$ cat config.mk
export PLATFORM = sky130hd
export DESIGN_NAME = ps2_host_tx
export DESIGN_NICKNAME = d
export VERILOG_FILES = /design/src/rtl/ps2_host_tx.sv
export SDC_FILE = /design/constraint.sdc
export NUM_CORES = 1
export LEC_CHECK = 0
export CAP_MARGIN = 40
export CORE_MARGIN = 3
export CORE_UTILIZATION = 55
export DETAILED_ROUTE_END_ITERATION = 10
export PLACE_DENSITY_LB_ADDON = 0.3
export SLEW_MARGIN = 20
export SYNTH_ARGS = -nofsm -noshare
export SYNTH_HDL_FRONTEND = slang
export SYNTH_SLANG_ARGS = --single-unit
$ cat constraint.sdc
create_clock -name clk -period 2.31 [get_ports clk]
set_input_delay 0.462 -clock clk [delete_from_list [all_inputs] [get_ports clk]]
set_output_delay 0.462 -clock clk [all_outputs]
set_load 0.05 [all_outputs]
$ cat src/rtl/ps2_host_tx.sv
// PS/2 host-to-device transmitter: inhibits the bus, issues request-to-send,
// shifts a command byte (LSB first, odd parity, stop) on device clock falling
// edges, then checks the device acknowledge bit.
// Optional build macro PS2_TX_RETRY_EN: one automatic retry of the same byte
// after a NACK or timeout before err is reported.
module ps2_host_tx #(
  parameter int INHIBIT_CYCLES = 5000,
  parameter int TIMEOUT_CYCLES = 750000
) (
  input  logic       clk,
  input  logic       rst,
  input  logic       ps2_clk_in,
  input  logic       ps2_data_in,
  output logic       ps2_clk_oe,
  output logic       ps2_data_oe,
  input  logic [7:0] tx_data,
  input  logic       tx_valid,
  output logic       tx_ready,
  output logic       done,
  output logic       err
);

  localparam int INH_W = $clog2(INHIBIT_CYCLES) + 1;
  localparam int TO_W  = $clog2(TIMEOUT_CYCLES) + 1;
  localparam logic [INH_W-1:0] INH_LAST = INH_W'(INHIBIT_CYCLES - 1);
  localparam logic [TO_W-1:0]  TO_LAST  = TO_W'(TIMEOUT_CYCLES - 1);

  typedef enum logic [2:0] {
    S_IDLE,
    S_INHIBIT,
    S_REQ,
    S_DATA,
    S_ACK,
    S_WAIT_IDLE,
    S_ERR
  } state_t;

  state_t            r_state;
  state_t            w_state_next;
  state_t            w_fail_state;

  logic              r_clk_meta, r_clk_sync, r_clk_prev;
  logic              r_dat_meta, r_dat_sync;
  logic              w_fall;
  logic              w_timeout;
  logic              w_accept;

  logic [7:0]        r_byte;
  logic              r_parity;
  logic [8:0]        r_shift;
  logic              r_drive;
  logic [3:0]        r_bit_cnt;
  logic [INH_W-1:0]  r_inh_cnt;
  logic [TO_W-1:0]   r_to_cnt;

  assign w_fall    = r_clk_prev & ~r_clk_sync;
  assign w_timeout = (r_to_cnt == TO_LAST);
  assign w_accept  = (r_state == S_IDLE) && tx_valid;

`ifdef PS2_TX_RETRY_EN
  logic r_retried;

  // A first failure goes back to INHIBIT with the latched byte; only a second one is fatal.
  assign w_fail_state = r_retried ? S_ERR : S_INHIBIT;

  // Remember whether the current byte has already used its retry.
  always_ff @(posedge clk) begin
    if (rst) begin
      r_retried <= 1'b0;
    end else if (w_accept) begin
      r_retried <= 1'b0;
    end else if (r_state != S_IDLE && w_state_next == S_INHIBIT) begin
      r_retried <= 1'b1;
    end
  end
`else
  assign w_fail_state = S_ERR;
`endif

  // State register.
  always_ff @(posedge clk) begin
    // NOTE: sequential state uses non-blocking assignments so every flop
    // samples pre-edge values regardless of statement order.
    if (rst) r_state <= S_IDLE;
    else     r_state <= w_state_next;
  end

  // Next-state decode; edges take priority over a coincident timeout.
  always_comb begin
    // NOTE: default first so no path leaves w_state_next unassigned (no latch).
    w_state_next = r_state;
    unique case (r_state)
      S_IDLE:      if (tx_valid) w_state_next = S_INHIBIT;
      S_INHIBIT:   if (r_inh_cnt == INH_LAST) w_state_next = S_REQ;
      S_REQ:       w_state_next = S_DATA;
      S_DATA: begin
        if (w_fall) begin
          if (r_bit_cnt == 4'd9) w_state_next = S_ACK;
        end else if (w_timeout) begin
          w_state_next = w_fail_state;
        end
      end
      S_ACK: begin
        if (w_fall)         w_state_next = r_dat_sync ? w_fail_state : S_WAIT_IDLE;
        else if (w_timeout) w_state_next = w_fail_state;
      end
      S_WAIT_IDLE: begin
        if (r_clk_sync && r_dat_sync) w_state_next = S_IDLE;
        else if (w_timeout)           w_state_next = w_fail_state;
      end
      S_ERR:       w_state_next = S_IDLE;
      default:     w_state_next = S_IDLE;
    endcase
  end

  // Line synchronizers, counters and the serial datapath.
  always_ff @(posedge clk) begin
    if (rst) begin
      r_clk_meta <= 1'b1;
      r_clk_sync <= 1'b1;
      r_clk_prev <= 1'b1;
      r_dat_meta <= 1'b1;
      r_dat_sync <= 1'b1;
      r_byte     <= '0;
      r_parity   <= 1'b0;
      r_shift    <= '0;
      r_drive    <= 1'b0;
      r_bit_cnt  <= '0;
      r_inh_cnt  <= '0;
      r_to_cnt   <= '0;
    end else begin
      r_clk_meta <= ps2_clk_in;
      r_clk_sync <= r_clk_meta;
      r_clk_prev <= r_clk_sync;
      r_dat_meta <= ps2_data_in;
      r_dat_sync <= r_dat_meta;

      r_inh_cnt <= (r_state == S_INHIBIT) ? r_inh_cnt + INH_W'(1) : '0;

      // Cleared before REQ so the count is zero in the REQ cycle itself.
      if (r_state == S_IDLE || r_state == S_INHIBIT || w_fall) r_to_cnt <= '0;
      else if (r_to_cnt != TO_LAST)                            r_to_cnt <= r_to_cnt + TO_W'(1);

      if (w_accept) begin
        r_byte   <= tx_data;
        r_parity <= ~^tx_data;
      end

      if (r_state == S_REQ) begin
        r_shift   <= {r_parity, r_byte};
        r_drive   <= 1'b1;
        r_bit_cnt <= '0;
      end else if (r_state == S_DATA && w_fall) begin
        // A released line sends a 1, so drive is the inverted bit; stop shifts in as 1.
        r_drive   <= ~r_shift[0];
        r_shift   <= {1'b1, r_shift[8:1]};
        r_bit_cnt <= r_bit_cnt + 4'd1;
      end
    end
  end

  assign ps2_clk_oe  = (r_state == S_INHIBIT) || (r_state == S_REQ);
  assign ps2_data_oe = (r_state == S_REQ) || ((r_state == S_DATA) && r_drive);
  assign tx_ready    = (r_state == S_IDLE);
  assign done        = (r_state == S_WAIT_IDLE) && r_clk_sync && r_dat_sync;
  assign err         = (r_state == S_ERR);

endmodule

After elaboration in Yosys (flattened, before gate mapping)
Index checks and enable logic that the tools add are counted.
{ "word_totals": {"register_bits": 66, "in_bits": 13, "out_inout_bits": 5, "word_cells": 63} }
{ "op_classes": {"add_sub_neg": 3, "eq_ne": 13, "mux": 13, "bitwise_logic": 4, "n_reduce_logical": 17} }
{ "op_table": {"columns": ["op", "count"], "rows": [
  ["adder 21 x 1 -> 21 bit (second input constant)", 1],
  ["== test 21 x 20 -> 1 bit (second input constant)", 1],
  ["two-way mux 3 bit", 7],
  ["!= test 21 x 20 -> 1 bit (second input constant)", 1],
  ["two-way mux 9 bit", 2],
  ["case mux 3 bit (6 select lines)", 1],
  ["adder 14 x 1 -> 14 bit (second input constant)", 1],
  ["== test 14 x 13 -> 1 bit (second input constant)", 1],
  ["== test 3 bit (second input constant)", 3],
  ["XNOR reduction 8 bit", 1],
  ["== test 3 x 2 -> 1 bit (second input constant)", 2],
  ["logical AND 1 bit", 6],
  ["OR reduction 2 bit", 3],
  ["adder 4 x 1 -> 4 bit (second input constant)", 1],
  ["== test 4 bit (second input constant)", 1],
  ["logical OR 1 bit", 4],
  ["!= test 2 bit (second input constant)", 2],
  ["== test 3 x 1 -> 1 bit (second input constant)", 1],
  ["zero test 3 bit", 1],
  ["!= test 3 bit (second input constant)", 1],
  ["inverter 1 bit", 3],
  ["AND reduction 3 bit", 1],
  ["two-way mux 1 bit", 2],
  ["two-way mux 2 bit", 1],
  ["other kinds (2)", 2]
]} }

Logic depth before layout (Yosys ltp)
{ "logic_depth": {"ltp_word": 5, "mapped_depth": 7, "ltp_nobuf": 6} }

Least setup slack after synthesis
Ideal clock, no wire load.
{ "synth_timing": {"path_type": "register to register", "start": "register r_state[0]", "end": "register r_parity", "setup_ps": 70, "arrival_ps": 2304, "t_required_ps": 2240, "setup_slack_ps": -64, "stages_incl_launch_ff": 7, "path_cell_list": "dfxtp_1 > buf_2 > nor3_1 > and2_1 > clkbuf_1 > nand2_1 > a21oi_1"} }
{ "synth_via": {"elab_chain_len": 2} }
{ "synth_lines": {"columns": ["item", "line", "source"], "rows": [
  ["start: declaration", "38", "state_t r_state;"],
  ["start signal: assignment", "85", "else r_state <= w_state_next;"],
  ["zero test 3 bit", null, null],
  ["net tx_ready", "18", "output logic tx_ready,"],
  ["logical AND 1 bit", "58", "assign w_accept = (r_state == S_IDLE) && tx_valid;"],
  ["end signal: assignment", "146", "r_parity <= ~^tx_data;"],
  ["end: declaration", "49", "logic r_parity;"]
]} }
The timed path passes the listed nets, and every way through them passes these cells.
A chain may end at the register's enable or synchronous reset.

Worst setup path after layout
{ "layout_timing": {"start": "register r_state[0]", "end": "output port done"} }
{ "layout_via": {"elab_chain_len": 3} }
{ "layout_lines": {"columns": ["item", "line", "source"], "rows": [
  ["== test 3 bit", "165", "assign done = (r_state == S_WAIT_IDLE) && r_clk_sync && r_dat_sync;"],
  ["logical AND 1 bit (2 in series)", "165", null],
  ["end: declaration", "19", "output logic done,"]
]} }
Every way passes these cells.

==> results.yml <==
logic_synthesis:
  synth_top_area_share_pct: 44.22
  syn_inst: 344
  yosys.area.top_type: "dfxtp_1"
  synth_common_cells: "dfxtp_1 (66), nor2_1 (46), nand2_1 (37)"
  yosysMostFrequentCell: "dfxtp_1"
  synth-edff-count: 0
  ys_ff_latch: 66
  synth_area_sq_um: 2988
  synthArstFlopShare_pct: 0
  synth_flop_cell: "dfxtp_1"
  ys.warnings.count: 0
  synth_nets: 361
  avgSynthCellArea_sq_um: 8.686
  synth.distinct_cells: 46
  yosysSeqAreaShare_pct: 44.22
  synth_area_leaders: "dfxtp_1 (44%), xor2_1 (5.9%), nor2_1 (5.8%)"
setup_path:
  cpPeakStageDelay_ns: 0.58
  path_delay_family: "simple AND/OR/NAND/NOR gates"
  slowest_stage: "dfxtp_1"
  rr_worst_depth: 3
  worst-path-max-fanout: 11
  path_cells: "nand3_1 -> nor3b_1 -> buf_12"
  path_class: "register to output pin"
  r2r_start: "r_state[1]"
  cp-end-kind: "output pin"
  worst_ep_required_time_ns: 1.85
  cp_num_buf_inv: 1
  ff2ff_setup_slack_ns: 0.47
  crit-reg2reg-capture: "r_to_cnt[20]"
  cp.arrival_ns: 1.70
  crit_cells: 3
  cp-start-kind: "register"
floorplanning:
  dieArea_sq_um: 6353
  initial_core_util_pct: 57.76
  row_count: 26
  die_h_um: 79.71
  io_pins: 18
  core_area_sq_um: 5172
  die_x_um: 79.71
timing:
  finClkSkew_ns: 0.005958
  post-route-period-util_pct: 93.45
  finalSetupViolCount: 0
  worst_slew_pin_slew_ns: 0.7063
  relSlewSlack_pct: 52.92
  tns_ns: 0
  hold_viol_final: 0
  fmax_mhz: 463.2
  maxSlewViolCount: 0
  rsz0062_at_grt: "no"
  finalWorstSetupSlack_ns: 0.1513
  finalCriticalPeriod_ns: 2.159
  finalHoldWorstSlack_ns: 0.4086
power:
  vdd_ir_drop_max_v: 0.0006177
  power_leakage_nw: 1.147
  pwr_density_cell_nw_per_um2: 862.3
placed_design:
  portBuffers: 17
  dp.cells: 420
  place_area_sq_um: 3214
  dp_hpwl_um: 3710
  gp_congestion: 0.7882
  pre_cts_ws_ns: 0.3241
clocking:
  clk_pin_slew_worst_paths_ns: 0.07
  htree_levels: 3
  ctsResizeCount: 0
  cts_tree: "yes"
  cts_setup_buffers: 0
  clockBufferDepth: 2
  cts.sinks: 66
  cts_buffers: 9
  clock_latency_ns: 0.34
  root_buffer: "clkbuf_8"
  hold_buffers: 0
hold_path:
  min_to: "r_clk_sync"
  hold_start: "r_clk_meta"
  hold_class: "register to register"
  hold_path_depth: 1
global_routing:
  track_usage_pct: 19.16
  grt_antenna_before_repair: 0
  first_global_vias: 2238
  grt-ovfl-total: 0
  grt_pass1_wl_um: 9528
  grt_max_degree: 34
layout:
  drive_gt1_share_pct: 9.563
  fill_cells: 433
  layout.cells.non_filler: 436
  seq_area_sq_um: 1321
  layout-area-overhead-vs-synth_pct: 14.15
  stdcell_area_sq_um: 3411
  nets: 378
  multiInputGateArea_sq_um: 1587
  n_antenna_cell: 0
detailed_routing:
  firstDrtPassIters: 4
  vias: 2345
  vias_per_cell: 5.378
  ant_nets: 0
  wire_per_inst_um: 12.35
  wl_um: 5386
  drcViolationCount: 0
  drtIter0Drc: 133
run_status:
  status: "finished, final reports clean"
job:
  maxCapViolations: 0
[cells by family after synthesis]
kind of cell / after synthesis / synth area share [%]
simple gates: 158 / 26.84
flops: 66 / 44.22
compound gates: 48 / 10.26
xor+xnor: 38 / 11.14
buf+inv: 21 / 2.848
mux: 9 / 3.015
fa+ha+maj: 4 / 1.675
[worst reg2reg max path: stages, from the launching register on]
cell and delay, ns:
dfxtp_1 0.66, nor2_1 0.16, or3_1 0.68, nor3_2 0.26
[worst max-delay path by stage]
stage | slack (ns) | to | from
finish | 0.15 | done | r_state[0]
global placement | 0.36 | r_inh_cnt[2] | rst
floorplan | 0.02 | done | r_state[2]
detailed placement | 0.32 | r_inh_cnt[3] | rst
CTS | 0.14 | done | r_state[0]
global route | 0.03 | done | r_state[0]
[flip-flops by register name (all words and copies together) (netlist names)]
register    cells
r_to_cnt       21
r_byte          8
r_clk_meta      1
r_clk_sync      1
r_inh_cnt      14
r_drive         1
r_clk_prev      1
r_parity        1
r_dat_meta      1
r_shift         9
r_state         3
r_bit_cnt       4
r_dat_sync      1
[area by class of cell]
type                    count  share of cell area [%]
clock buffers              12                   4.255
clock inverters             4                   1.504
inverters                   7                  0.7704
multi-input cells         257                   46.52
flip-flops and latches     66                   38.74
well taps                  70                   2.568
repair buffers             20                   5.649
[metal layers]
| layer | track usage [%] | vias up | wire [um] |
|---|---|---|---|
| li1 | - | 1223 | - |
| met1 | 22.99 | 1089 | 2550 |
| met2 | 31.14 | 31 | 2600 |
| met3 | 7.111 | 2 | 208 |
| met4 | 7.216 | 0 | 27 |
| met5 | 0 | - | 0 |
[report_power, final]
group          switching (mW)  internal (mW)
registers               0.112           1.25
logic                   0.404          0.236
clock network           0.416          0.528
[per-stage QoR]
step           utilization (%)  power [mW]
3_3_place_gp             62.14       2.011
5_1_grt                  65.94       3.102
6_report                 65.94       2.941
3_5_place_dp             62.14       2.023
4_1_cts                  65.94       2.975
2_1_floorplan                -       1.869
[placed cells by master, fill, tap and decap left out, types with 2 or more instances in the layout]
| master | instances |
|---|---|
| buf_4 | 7 |
| inv_1 | 7 |
| dfxtp_1 | 66 |
| o21ai_0 | 7 |
| nand2_1 | 37 |
| nand2b_1 | 4 |
| nand4_1 | 6 |
| clkbuf_1 | 2 |
| nor3_1 | 11 |
| or3_1 | 7 |
| nor3b_1 | 3 |
| mux2i_1 | 9 |
| or2_2 | 5 |
| a21oi_1 | 17 |
| and2_1 | 2 |
| nand3_1 | 12 |
| clkdlybuf4s50_1 | 12 |
| nor4b_1 | 2 |
| and3_1 | 5 |
| ha_1 | 4 |
| xnor2_1 | 18 |
| xor2_1 | 20 |
| clkbuf_8 | 10 |
| a211oi_1 | 11 |
| nand3b_1 | 3 |
| nor3_2 | 3 |
| nor2_1 | 46 |
| nor4_1 | 5 |
| o2111ai_1 | 2 |
(Power assumes the default switching activity.)
